===== src/rtl/psum_sram_sequencer.sv =====
// Partial-sum SRAM sequencer: zero-init a row range, run P read passes over it,
// drain the systolic skew, then sweep the finished sums out. All outputs registered.
//
// state  | meaning
// IDLE   | waiting for i_Start
// INIT   | writing zero to rows 0..N-1
// RUN    | reading rows for accumulation, one row per cycle
// GAP    | one bubble between passes when N==1 (read-after-write on the same row)
// DRAIN  | PE_COL+1 idle cycles for loader skew and SRAM latency
// WB     | reading the finished rows out
// DONE   | one-cycle completion pulse
module psum_sram_sequencer #(
    parameter int BIT_ADDR = 8,
    parameter int PE_COL   = 4
) (
    input  logic                CLK,
    input  logic                RSTN,
    input  logic                i_Start,
    input  logic                i_Init_En,
    input  logic [BIT_ADDR-1:0] i_Num_Rows,
    input  logic [7:0]          i_Num_Passes,
    input  logic                i_Stall,
    output logic [BIT_ADDR-1:0] o_Psram_Addr,
    output logic [BIT_ADDR-1:0] o_Psram_Addr_1buf,
    output logic [PE_COL-1:0]   o_Psram_Valid_1buf,
    output logic [PE_COL-1:0]   o_Psram_En,
    output logic [PE_COL-1:0]   o_Psram_Wea,
    output logic                o_Valid_WB_Psum,
    output logic                o_WB_Data_Valid,
    output logic                o_Busy,
    output logic                o_Done
);

    localparam int DW = $clog2(PE_COL + 1);

    typedef enum logic [2:0] {
        S_IDLE,
        S_INIT,
        S_RUN,
        S_GAP,
        S_DRAIN,
        S_WB,
        S_DONE
    } state_t;

    state_t              state_q, state_d;
    logic [BIT_ADDR-1:0] rows_q, rows_d;
    logic [7:0]          passes_q, passes_d;
    logic [BIT_ADDR-1:0] r_q, r_d;
    logic [7:0]          p_q, p_d;
    logic [DW-1:0]       drain_q, drain_d;
    logic [BIT_ADDR-1:0] addr_q, addr_d;
    logic [BIT_ADDR-1:0] addr_1buf_q, addr_1buf_d;
    logic                en_q, en_d;
    logic                wea_q, wea_d;
    logic                run_rd_q, run_rd_d;
    logic                valid_1buf_q, valid_1buf_d;
    logic                wb_rd_q, wb_rd_d;
    logic                wb_dv_q, wb_dv_d;
    logic                valid_wb_q, valid_wb_d;
    logic                busy_q, busy_d;
    logic                done_q, done_d;
    logic                last_row;
    logic                last_pass;

    assign last_row  = (r_q == rows_q - BIT_ADDR'(1));
    assign last_pass = (p_q == passes_q - 8'd1);

    always_comb begin
        state_d  = state_q;
        rows_d   = rows_q;
        passes_d = passes_q;
        r_d      = r_q;
        p_d      = p_q;
        drain_d  = drain_q;
        addr_d   = '0;
        en_d     = 1'b0;
        wea_d    = 1'b0;
        run_rd_d = 1'b0;
        wb_rd_d  = 1'b0;

        case (state_q)
            S_IDLE: begin
                if (i_Start) begin
                    rows_d   = i_Num_Rows;
                    passes_d = i_Num_Passes;
                    r_d      = '0;
                    p_d      = '0;
                    if (i_Num_Rows == '0 || i_Num_Passes == '0) begin
                        state_d = S_DONE;
                    end else if (i_Init_En) begin
                        state_d = S_INIT;
                    end else begin
                        state_d = S_RUN;
                    end
                end
            end
            S_INIT: begin
                addr_d = r_q;
                en_d   = 1'b1;
                wea_d  = 1'b1;
                if (last_row) begin
                    r_d     = '0;
                    state_d = S_RUN;
                end else begin
                    r_d = r_q + BIT_ADDR'(1);
                end
            end
            S_RUN: begin
                if (!i_Stall) begin
                    addr_d   = r_q;
                    en_d     = 1'b1;
                    run_rd_d = 1'b1;
                    if (last_row) begin
                        r_d = '0;
                        p_d = p_q + 8'd1;
                        if (last_pass) begin
                            drain_d = DW'(PE_COL);
                            state_d = S_DRAIN;
                        end else if (rows_q == BIT_ADDR'(1)) begin
                            state_d = S_GAP;
                        end
                    end else begin
                        r_d = r_q + BIT_ADDR'(1);
                    end
                end
            end
            S_GAP: begin
                state_d = S_RUN;
            end
            S_DRAIN: begin
                // down-counter loaded with PE_COL gives PE_COL+1 idle cycles
                if (drain_q == '0) begin
                    r_d     = '0;
                    state_d = S_WB;
                end else begin
                    drain_d = drain_q - DW'(1);
                end
            end
            S_WB: begin
                if (!i_Stall) begin
                    addr_d  = r_q;
                    en_d    = 1'b1;
                    wb_rd_d = 1'b1;
                    if (last_row) begin
                        state_d = S_DONE;
                    end else begin
                        r_d = r_q + BIT_ADDR'(1);
                    end
                end
            end
            S_DONE: begin
                state_d = S_IDLE;
            end
            default: begin
                state_d = S_IDLE;
            end
        endcase

        // write-back side trails the registered read address by one cycle
        valid_1buf_d = run_rd_q;
        addr_1buf_d  = run_rd_q ? addr_q : addr_1buf_q;
        wb_dv_d      = wb_rd_q;
        valid_wb_d   = (state_q == S_WB);
        busy_d       = (state_q != S_IDLE);
        done_d       = (state_q == S_DONE);
    end

    always_ff @(posedge CLK or negedge RSTN) begin
        if (!RSTN) begin
            state_q      <= S_IDLE;
            rows_q       <= '0;
            passes_q     <= '0;
            r_q          <= '0;
            p_q          <= '0;
            drain_q      <= '0;
            addr_q       <= '0;
            addr_1buf_q  <= '0;
            en_q         <= 1'b0;
            wea_q        <= 1'b0;
            run_rd_q     <= 1'b0;
            valid_1buf_q <= 1'b0;
            wb_rd_q      <= 1'b0;
            wb_dv_q      <= 1'b0;
            valid_wb_q   <= 1'b0;
            busy_q       <= 1'b0;
            done_q       <= 1'b0;
        end else begin
            state_q      <= state_d;
            rows_q       <= rows_d;
            passes_q     <= passes_d;
            r_q          <= r_d;
            p_q          <= p_d;
            drain_q      <= drain_d;
            addr_q       <= addr_d;
            addr_1buf_q  <= addr_1buf_d;
            en_q         <= en_d;
            wea_q        <= wea_d;
            run_rd_q     <= run_rd_d;
            valid_1buf_q <= valid_1buf_d;
            wb_rd_q      <= wb_rd_d;
            wb_dv_q      <= wb_dv_d;
            valid_wb_q   <= valid_wb_d;
            busy_q       <= busy_d;
            done_q       <= done_d;
        end
    end

    assign o_Psram_Addr       = addr_q;
    assign o_Psram_Addr_1buf  = addr_1buf_q;
    assign o_Psram_Valid_1buf = {PE_COL{valid_1buf_q}};
    assign o_Psram_En         = {PE_COL{en_q}};
    assign o_Psram_Wea        = {PE_COL{wea_q}};
    assign o_Valid_WB_Psum    = valid_wb_q;
    assign o_WB_Data_Valid    = wb_dv_q;
    assign o_Busy             = busy_q;
    assign o_Done             = done_q;

endmodule


===== config.mk =====
export PLATFORM = sky130hd
export DESIGN_NAME = psum_sram_sequencer
export DESIGN_NICKNAME = d
export VERILOG_FILES = /design/src/rtl/psum_sram_sequencer.sv
export SDC_FILE = /design/constraint.sdc
export NUM_CORES = 1
export LEC_CHECK = 0
export ABC_AREA = 1
export BUFFER_PORTS_ARGS = -buffer_cell sky130_fd_sc_hd__clkbuf_2
export CAP_MARGIN = 30
export CORE_MARGIN = 2
export CORE_UTILIZATION = 30
export DETAILED_ROUTE_END_ITERATION = 10
export GPL_ROUTABILITY_DRIVEN = 0
export HOLD_SLACK_MARGIN = 0.06
export MAX_ROUTING_LAYER = met4
export PLACE_DENSITY = 0.52
export SYNTH_ARGS = -nofsm -noshare
export SYNTH_HDL_FRONTEND = slang
export SYNTH_SLANG_ARGS = --single-unit

===== constraint.sdc =====
create_clock -name CLK -period 3.2 [get_ports CLK]
set_input_delay 0.48 -clock CLK [delete_from_list [all_inputs] [get_ports CLK]]
set_output_delay 0.48 -clock CLK [all_outputs]
set_load 0.02 [all_outputs]

==> results of run 1 <==
worst max path at each step:
stage / endpoint / cells past startpoint
2_1_floorplan: drain_q[0]$_DFFE_PN0P_ / 13
3_3_place_gp: p_q[7]$_DFFE_PN0P_ / 15
3_5_place_dp: p_q[7]$_DFFE_PN0P_ / 15
4_1_cts: p_q[7]$_DFFE_PN0P_ / 15
5_1_grt: p_q[7]$_DFFE_PN0P_ / 14
6_report: p_q[3]$_DFFE_PN0P_ / 15
Yosys cell counts:
| library cell | n | area (um^2) |
|---|---|---|
| nand4_1 | 4 | 25.0 |
| nand3b_4 | 1 | 20.0 |
| o21ai_0 | 12 | 60.1 |
| xnor2_1 | 9 | 78.8 |
| dfrtp_1 | 63 | 1580 |
| or2_2 | 2 | 12.5 |
| nor2_1 | 49 | 184 |
| clkbuf_2 | 1 | 5.00 |
| nor3_1 | 9 | 45.0 |
| inv_2 | 2 | 7.51 |
| a21oi_4 | 1 | 16.3 |
| xor2_1 | 13 | 114 |
| a21oi_1 | 3 | 15.0 |
| nor3_2 | 1 | 10.0 |
| and2_1 | 1 | 6.26 |
| ha_1 | 7 | 87.6 |
| nand3_1 | 30 | 150 |
| o21ai_1 | 7 | 35.0 |
| nand2_2 | 1 | 6.26 |
| clkbuf_1 | 4 | 15.0 |
| buf_6 | 1 | 11.3 |
| mux2_2 | 13 | 146 |
| buf_4 | 12 | 90.1 |
| nand2_1 | 136 | 510 |
| o2111ai_1 | 8 | 70.1 |
| buf_2 | 5 | 25.0 |
| inv_1 | 55 | 206 |
| nor2_4 | 2 | 22.5 |
| o21ai_2 | 1 | 8.76 |
| nor2_2 | 1 | 6.26 |
| nand3b_1 | 2 | 15.0 |
flip-flops by register name, summed over array words and instances, names as in the netlist, 3 cells and up:
register           flops
passes_q               8
state_q                3
o_Psram_Addr_1buf      8
drain_q                3
rows_q                 8
r_q                    8
p_q                    8
o_Psram_Addr           8
layout make-up:
type	instances	share of cell area, %
inverters	57	5.14
well taps	143	4.30
clock buffers	9	5.41
flip-flops and latches	63	37.9
clock inverters	7	1.17
multi-input cells	313	39.5
repair buffers	54	6.61
power groups by stage:
stage                     registers, W  logic, W  clock network, W
after floorplan               0.000922  0.000139                 0
after global placement        0.000924  0.000231                 0
after detailed placement      0.000925  0.000231                 0
after CTS                     0.000911  0.000231          0.000923
after global routing          0.000918  0.000263          0.000955
final                         0.000912  0.000227          0.000896
cell families after synthesis:
group	Yosys count
xor+xnor	22
fa+ha+maj	7
flops	63
simple gates	239
buf+inv	80
mux	13
compound gates	32
stage by stage:
| stage | hold WS, ns | power [W] | setup slack [ns] |
|---|---|---|---|
| 6_report | 0.314 | 0.00204 | 0.803 |
| 5_1_grt | 0.370 | 0.00214 | 0.458 |
| 4_1_cts | 0.351 | 0.00207 | 0.824 |
| 3_5_place_dp | 0.339 | 0.00116 | 0.837 |
| 3_3_place_gp | 0.337 | 0.00116 | 0.910 |
| 2_1_floorplan | 0.184 | 0.00106 | 1.37 |
routing by layer:
layer  part of all wire [%]  wire (um)  global-route usage, %  up-vias
met5                      0          0                      -        -
met4                    2.0        148                   6.02        0
met3                    4.1        313                   3.80       13
met2                     45       3410                   20.6       68
met1                     49       3710                   16.9     1341
li1                       -          -                      -     1513
worst max-delay path, delay by kind of cell, from the launching register on:
kind	cells	cell delay [ns]
compound gates	1	0.07
fa+ha+maj	1	0.23
buf+inv	3	0.32
flops	1	0.43
simple gates	10	1.21
==> results.md, run 1 <==
- Status: finished, final reports clean
- Clk network pwr share: 44.0%
- Slowest-stage cell, CP: dfrtp_1
- Die ar.: 12800 um^2
- Cell count after placement: 630
- Area Overhead vs Synth: 16.2%
- Initial Utilization: 31.1%
- CTS Buffer Depth: 2
- Worst EP arrival: 2.61 ns
- Antenna violations before repair: 0
- Slew of the pin with the lowest slew margin: 0.824 ns
- Commonest non-fill, non-tap cells in the layout: nand2_1 (136), dfrtp_1 (63), inv_1 (55)
- DRC viols: 0
- Sequential power share: 44.8%
- Synth Register Bits: 63
- Final setup viols: 0
- Max stage delay on crit path: 0.43 ns
- CP Cell Sequence: inv_2 > ha_1 > inv_1 > nand2_1 > nand2_1 > nand2_1 > nand2_1 > nand3_1 > nor2_1 > nand2_1 > nand2_1 > nand2_1 > inv_1 > nand2_1 > o21ai_0
- Synth warn: 0
- Combinational Power Share: 11.2%
- Switch share: 28.4%
- Max Clock Skew: 0.00528 ns
- Final #Nets: 526
- Power per cell area: 489 nW/um^2
- Drt first pass iters: 4
- Total grt overflow: 0
- Post-synthesis compound-gate area fraction: 5.73%
- Minimum clock period: 2.40 ns
- Clk sink count: 63
- Largest net degree at the start of global routing: 64
- Core region area: 11500 um^2
- CTS clk-pin slew, worst paths: 0.06 ns
- Synthesized Nets: 484
- Skew-Pair Late Insertion Delay: 0.34 ns
- Post-Synth Simple-Gate Area: 28.3%
- Most common library cell in the layout ignoring fill and taps: nand2_1
- Largest family of logic cells by synthesized area: simple AND/OR/NAND/NOR gates
- CP most frequent cell: nand2_1
- Root Buffer Master: clkbuf_16
- VDD IR max: 0.288 mV
- Reg2reg start: rows_q[0]$_DFFE_PN0P_
- Max Transition Viols Final: 0
- Area occupied by multi-input gates: 1650 um^2
- Reg-to-reg slack, setup: 0.80 ns
- F_max: 0.417 GHz
- Relative slew slack: 45.0%
- Iter 0 DRT Violations: 151
- Max Cap Viol: 0
- ANT nets after route: 0
- First-pass GRT wire length: 13.4 mm
- Die W: 113 um
- WL per Instance: 11.7 um
- Vias in the first global route: 2847
- Post-synthesis xor/xnor area fraction: 5.38%
- R2R depth: 15
- Finished Cell Area: 4160 um^2
- Num rows: 39
- Setup TNS: 0 ns
- Post_cts resized: 0
- Reg2reg end: p_q[3]$_DFFE_PN0P_
- CTS tree: built
- Critical path capture point type: flop
- Routed wire length: 7.58 mm
- Peak fanout along the critical path: 12
- HP Class: input pin to asynchronous set/reset pin
- I/O pins: 53
- DP HPWL: 5.71 mm
- Seq/Total Area, Yosys: 44.0%
- Post-CTS Setup Inserts: 0
- Syn avg cell area: 7.86 um^2
- Vias post-DR: 2935
- Share of cells above drive strength 1: 18.9%
- Mux cell area share after synthesis: 4.09%
- Non-filler cells, final: 646
- Post-Synth Adder-Cell Area: 2.44%
- H-tree depth: 3
- Antenna cells: 0
- Critical Path Source Type: flop
- Psw: 0.000578 W
- Mapped Area: 3580 um^2
- Cell variety after synth: 31
- Dpl cell area: 3890 um^2
- Worst setup startpoint: rows_q[0]$_DFFE_PN0P_
- Leak pwr: 2.18 nW
- Final hold vios: 0
- Pint: 0.00146 W
- CP required: 3.42 ns
- Final Util: 36.2%
- RSZ-0062 raised after global routing: false
- Layout fillers: 1225
- GRT Util Overall: 13.6%
- Hold bufs inserted after CTS: 0
- Final period util: 74.9%
- Sequential Area: 1580 um^2
- Cts bufs inserted: 9
- Die height: 113 um
- Vias per cell: 4.54
- Synthesized instance count: 456
- IO Port Bufs: 52
- Setup CP Type: flop to flop
Power figures use the tool's default switching activity.
==> run 2: changes to the inputs <==
==> constraint.sdc (replaced) <==
create_clock -name CLK -period 2.39 [get_ports CLK]
set_input_delay 0.3585 -clock CLK [delete_from_list [all_inputs] [get_ports CLK]]
set_output_delay 0.3585 -clock CLK [all_outputs]
set_load 0.02 [all_outputs]
==> run 2 against run 1 <==
Power up 42%; first-iteration DRC count down 34%; largest cell class unchanged; global-route usage about the same; critical endpoint is now p_q[7]$_DFFE_PN0P_; combinational power up 37%.
==> results.md, run 2 (synthesis results as in run 1) <==
- Minimum clock period: 2.06 ns
- Die height: 113 um
- Vias in the first global route: 2826
- Initial Utilization: 31.1%
- Die ar.: 12800 um^2
- Cts bufs inserted: 9
- WL per Instance: 12.0 um
- Pint: 0.00213 W
- DRC viols: 0
- Routed wire length: 7.83 mm
- Largest net degree at the start of global routing: 43
- Antenna violations before repair: 0
- Most common library cell in the layout ignoring fill and taps: nand2_1
- CP required: 2.63 ns
- Clk sink count: 63
- Max Transition Viols Final: 0
- HP Class: input pin to flop
- Max stage delay on crit path: 0.43 ns
- Combinational Power Share: 10.7%
- RSZ-0062 raised after global routing: false
- Commonest non-fill, non-tap cells in the layout: nand2_1 (136), dfrtp_1 (63), inv_1 (55)
- Num rows: 39
- Finished Cell Area: 4270 um^2
- H-tree depth: 3
- CP Cell Sequence: inv_2 > ha_1 > inv_1 > nand2_1 > nand2_1 > nand2_1 > nand2_1 > nand3_1 > nor2_1 > nand2_1 > nand2_1 > nand2_1 > inv_1 > o21ai_0
- Relative slew slack: 57.2%
- Power per cell area: 679 nW/um^2
- Critical path capture point type: flop
- Share of cells above drive strength 1: 19.6%
- Final period util: 86.3%
- Max Clock Skew: 0.00985 ns
- Sequential power share: 42.0%
- Worst EP arrival: 2.30 ns
- Root Buffer Master: clkbuf_16
- DP HPWL: 5.86 mm
- Slowest-stage cell, CP: dfrtp_1
- Final hold vios: 0
- Vias per cell: 4.52
- Area occupied by multi-input gates: 1650 um^2
- F_max: 0.485 GHz
- Sequential Area: 1580 um^2
- Setup CP Type: flop to flop
- Switch share: 26.6%
- CTS clk-pin slew, worst paths: 0.06 ns
- ANT nets after route: 0
- Die W: 113 um
- CTS tree: built
- WHS: 0.272 ns
- I/O pins: 53
- Total grt overflow: 0
- Vias post-DR: 2945
- GRT Util Overall: 13.5%
- Final Power: 0.00290 W
- Setup TNS: 0 ns
- VDD IR max: 0.295 mV
- Iter 0 DRT Violations: 100
- Final setup viols: 0
- Slew of the pin with the lowest slew margin: 0.641 ns
- Layout fillers: 1193
- Max Cap Viol: 0
- Area Overhead vs Synth: 19.1%
- Core region area: 11500 um^2
- Clk network pwr share: 47.3%
- Final Util: 37.0%
- Status: finished, final reports clean
- Psw: 0.000770 W
- Final #Nets: 532
- IO Port Bufs: 52
- Leak pwr: 2.24 nW
- CTS Buffer Depth: 2
- CP most frequent cell: nand2_1
- Skew-Pair Late Insertion Delay: 0.33 ns
- Dpl cell area: 3940 um^2
- Drt first pass iters: 4
- Antenna cells: 0
- First-pass GRT wire length: 13.4 mm
- Peak fanout along the critical path: 11
- Critical Path Source Type: flop
## run 2: changes by cell type in the layout (fill, tap and decap cells not counted)
cell / previous run / this run
clkinvlp_4: 4 / 2
bufinv_16: 0 / 1
inv_6: 1 / 2
dlygate4sd3_1: 0 / 1
buf_4: 2 / 6
clkinv_2: 2 / 0
buf_12: 0 / 1
clkbuf_8: 0 / 2
## run 2: worst paths after layout
kind                                  startpoint                               end  slack, ns  cells past startpoint
max in group asynchronous                   RSTN                p_q[4]$_DFFE_PN0P_       1.16                      3
setup / recovery           rows_q[0]$_DFFE_PN0P_                p_q[7]$_DFFE_PN0P_       0.33                     14
setup reg to reg           rows_q[0]$_DFFE_PN0P_                p_q[7]$_DFFE_PN0P_       0.33                     14
hold reg to reg                wb_dv_d$_DFF_PN0_         o_WB_Data_Valid$_DFF_PN0_       0.35                      0
min in group asynchronous                   RSTN  o_Psram_Addr_1buf[7]$_DFFE_PN0P_       0.58                      2
hold / removal                   i_Num_Passes[4]           passes_q[4]$_DFFE_PN0P_       0.27                      3
## run 2: metrics by stage
stage / std cells / setup WS, ns
floorplan: 456 / 0.556
global placement: 635 / 0.351
CTS: 652 / 0.290
global route: 652 / 0.00767
finish: 652 / 0.328
detailed placement: 635 / 0.308
## run 2: power by group through the flow
stage / clock (W) / sequential, W / combinational (W)
2_1_floorplan: 0 / 0.00124 / 0.000186
3_3_place_gp: 0 / 0.00123 / 0.000313
3_5_place_dp: 0 / 0.00123 / 0.000313
4_1_cts: 0.00141 / 0.00121 / 0.000317
5_1_grt: 0.00145 / 0.00123 / 0.000354
6_report: 0.00137 / 0.00122 / 0.000311
## run 2: metal layers
metal,global-route usage [%],wire length (um),share of wire (%),up-vias
met4,4.63,113,1.4,0
li1,-,-,-,1521
met3,3.21,315,4.0,10
met2,21.5,3660,47,72
met1,17.0,3740,48,1342
met5,-,0,0,-
## run 2: timing repair
action,4_1_cts,5_1_grt
hold endpoints to repair,21,0
resized for setup,0,0
hold buffers,1,0
setup buffers,0,0
## run 2: worst max-delay path, delay by kind of cell (launching register included)
kind,cells,cell delay [ns]
AO/OA/AOI/OAI,1,0.22
adder cells (fa/ha/maj),1,0.23
buffers and inverters,3,0.34
flip-flops,1,0.43
AND/OR/NAND/NOR,9,0.76
## run 2: final cells by class
class	count	share of cell area, %
Timing Repair Buffer	60	7.86
Multi-Input combinational cell	313	38.6
Tap cell	143	4.19
Clock inverter	5	1.47
Sequential cell	63	37.0
Inverter	57	5.02
Clock buffer	11	5.93
==> run 3: changes to the inputs <==
--- a/config.mk
+++ b/config.mk
@@ -9,12 +9,12 @@
 export BUFFER_PORTS_ARGS = -buffer_cell sky130_fd_sc_hd__clkbuf_2
 export CAP_MARGIN = 30
 export CORE_MARGIN = 2
-export CORE_UTILIZATION = 30
+export CORE_UTILIZATION = 23
 export DETAILED_ROUTE_END_ITERATION = 10
-export GPL_ROUTABILITY_DRIVEN = 0
+export GPL_ROUTABILITY_DRIVEN = 1
 export HOLD_SLACK_MARGIN = 0.06
 export MAX_ROUTING_LAYER = met4
-export PLACE_DENSITY = 0.52
+export PLACE_DENSITY_LB_ADDON = 0.15
 export SYNTH_ARGS = -nofsm -noshare
 export SYNTH_HDL_FRONTEND = slang
 export SYNTH_SLANG_ARGS = --single-unit
==> run 3 against run 2 <==
Sequential cell count did not move; final cell count rose by 6.7%; sequential share of layout area fell by 0.41 points; first-iteration DRC count rose by 6.0%; critical path depth fell by 1; critical endpoint is now drain_q[0]$_DFFE_PN0P_.
==> results.md, run 3 (synthesis results as in run 1) <==
- Status: finished, final reports clean
- Num rows: 45
- Final Power: 0.00287 W
- F_max: 0.496 GHz
- H-tree depth: 3
- WHS: 0.266 ns
- CTS Buffer Depth: 2
- Vias per cell: 4.19
- Worst EP arrival: 2.25 ns
- GRT Util Overall: 11.7%
- Setup CP Type: flop to flop
- Minimum clock period: 2.02 ns
- Max stage delay on crit path: 0.34 ns
- Cts bufs inserted: 9
- Commonest non-fill, non-tap cells in the layout: nand2_1 (134), dfrtp_1 (63), inv_1 (54)
- Layout fillers: 1662
- CTS clk-pin slew, worst paths: 0.05 ns
- Core region area: 15200 um^2
- HP Class: input pin to flop
- Antenna violations before repair: 0
- Relative slew slack: 60.1%
- I/O pins: 53
- Critical Path Source Type: flop
- Grt met2 use: 17.6%
- Antenna cells: 0
- Die W: 129 um
- DRC viols: 0
- Die height: 129 um
- CP most frequent cell: nand2_1
- Slew of the pin with the lowest slew margin: 0.599 ns
- Peak fanout along the critical path: 6
- Share of cells above drive strength 1: 20.1%
- Power per cell area: 666 nW/um^2
- Final period util: 84.4%
- Max Clock Skew: 0.00900 ns
- WL per Instance: 12.0 um
- Final hold vios: 0
- Vias post-DR: 2917
- Slowest-stage cell, CP: dfrtp_1
- Most used routing layer: met2
- RSZ-0062 raised after global routing: false
- Critical path capture point type: flop
- IO Port Bufs: 52
- Die ar.: 16600 um^2
- Drt first pass iters: 4
- Clk sink count: 63
- Root Buffer Master: clkbuf_16
- CP required: 2.62 ns
- Max Transition Viols Final: 0
- Final #Nets: 531
- Leak pwr: 2.22 nW
- Routing usage on met3: 4.03%
- Total grt overflow: 0
- Largest net degree at the start of global routing: 43
- Final setup viols: 0
- Max Cap Viol: 0
- Post-CTS Setup Inserts: 0
- VDD IR max: 0.326 mV
- Skew-Pair Late Insertion Delay: 0.34 ns
- Vias in the first global route: 2945
- Sequential Area: 1580 um^2
- DP HPWL: 6.34 mm
- Initial Utilization: 23.6%
- CP Cell Sequence: inv_1 > ha_1 > or2_2 > nand2_1 > nand2_1 > nand2_1 > nand3_1 > nor2_1 > nand2_1 > nand2_1 > nand3_1 > nand2_1 > nand2_1
- Area occupied by multi-input gates: 1650 um^2
- CTS tree: built
- Iter 0 DRT Violations: 106
- Routed wire length: 8.32 mm
- Setup TNS: 0 ns
- GPL Wtd Cong: 0.824
- Met1 Usage GRT: 14.7%
- First-pass GRT wire length: 14.7 mm
- ANT nets after route: 0
- Area Overhead vs Synth: 20.4%
- Most common library cell in the layout ignoring fill and taps: nand2_1
[run 3: path summary, 6_finish.rpt]
check | slack, ns | startpoint | to | cells past startpoint
worst max-delay path | 0.37 | passes_q[0]$_DFFE_PN0P_ | drain_q[0]$_DFFE_PN0P_ | 13
worst min-delay path | 0.27 | i_Num_Passes[6] | passes_q[6]$_DFFE_PN0P_ | 2
worst max register to register | 0.37 | passes_q[0]$_DFFE_PN0P_ | drain_q[0]$_DFFE_PN0P_ | 13
worst min register to register | 0.36 | wb_dv_d$_DFF_PN0_ | o_WB_Data_Valid$_DFF_PN0_ | 0
max in group asynchronous | 1.19 | RSTN | p_q[0]$_DFFE_PN0P_ | 3
min in group asynchronous | 0.56 | RSTN | o_Psram_Addr_1buf[2]$_DFFE_PN0P_ | 2
[run 3: what timing repair did]
| action | in CTS | in global routing |
|---|---|---|
| endpoints found under the hold margin | 21 | 0 |
| endpoints found under the setup margin | 0 | 6 |
| hold buffers | 1 | 0 |
| resized for setup | 0 | 3 |
[run 3: through the flow]
| step | util [%] | cell area, um^2 | worst slack [ns] | cells |
|---|---|---|---|---|
| 2_1_floorplan | - | 3580 | 0.556 | 456 |
| 3_3_place_gp | 26.2 | 3990 | 0.250 | 679 |
| 3_5_place_dp | 26.2 | 3990 | 0.173 | 679 |
| 4_1_cts | 28.3 | 4310 | 0.171 | 696 |
| 5_1_grt | 28.4 | 4310 | 0.0664 | 696 |
| 6_report | 28.4 | 4310 | 0.373 | 696 |
[run 3: routing by layer]
layer / vias up / wire length [um] / share of wire (%)
met3: 11 / 375 / 4.5
met5: - / 0 / 0
met1: 1309 / 4180 / 50
met2: 65 / 3620 / 43
met4: 0 / 147 / 1.8
li1: 1532 / - / -
[run 3: layout make-up]
cell class / instances / share of cell area, %
clock buffer: 10 / 5.54
clock inverter: 6 / 1.62
tap: 188 / 5.45
multi-input combinational: 313 / 38.3
sequential: 63 / 36.6
timing repair buffer: 59 / 7.60
inverter: 57 / 4.96
[run 3: critical path: cells and delay by family, from the launching register on]
kind | cells | cell delay, ns
and+or+nand+nor | 11 | 1.23
buffers and inverters | 1 | 0.09
adders and majority gates | 1 | 0.25
DFF | 1 | 0.34
[run 3: power breakdown]
part	internal (W)	switching [W]
clock network	0.000837	0.000497
logic	0.000125	0.000193
registers	0.00113	0.0000888
total	0.00209	0.000779
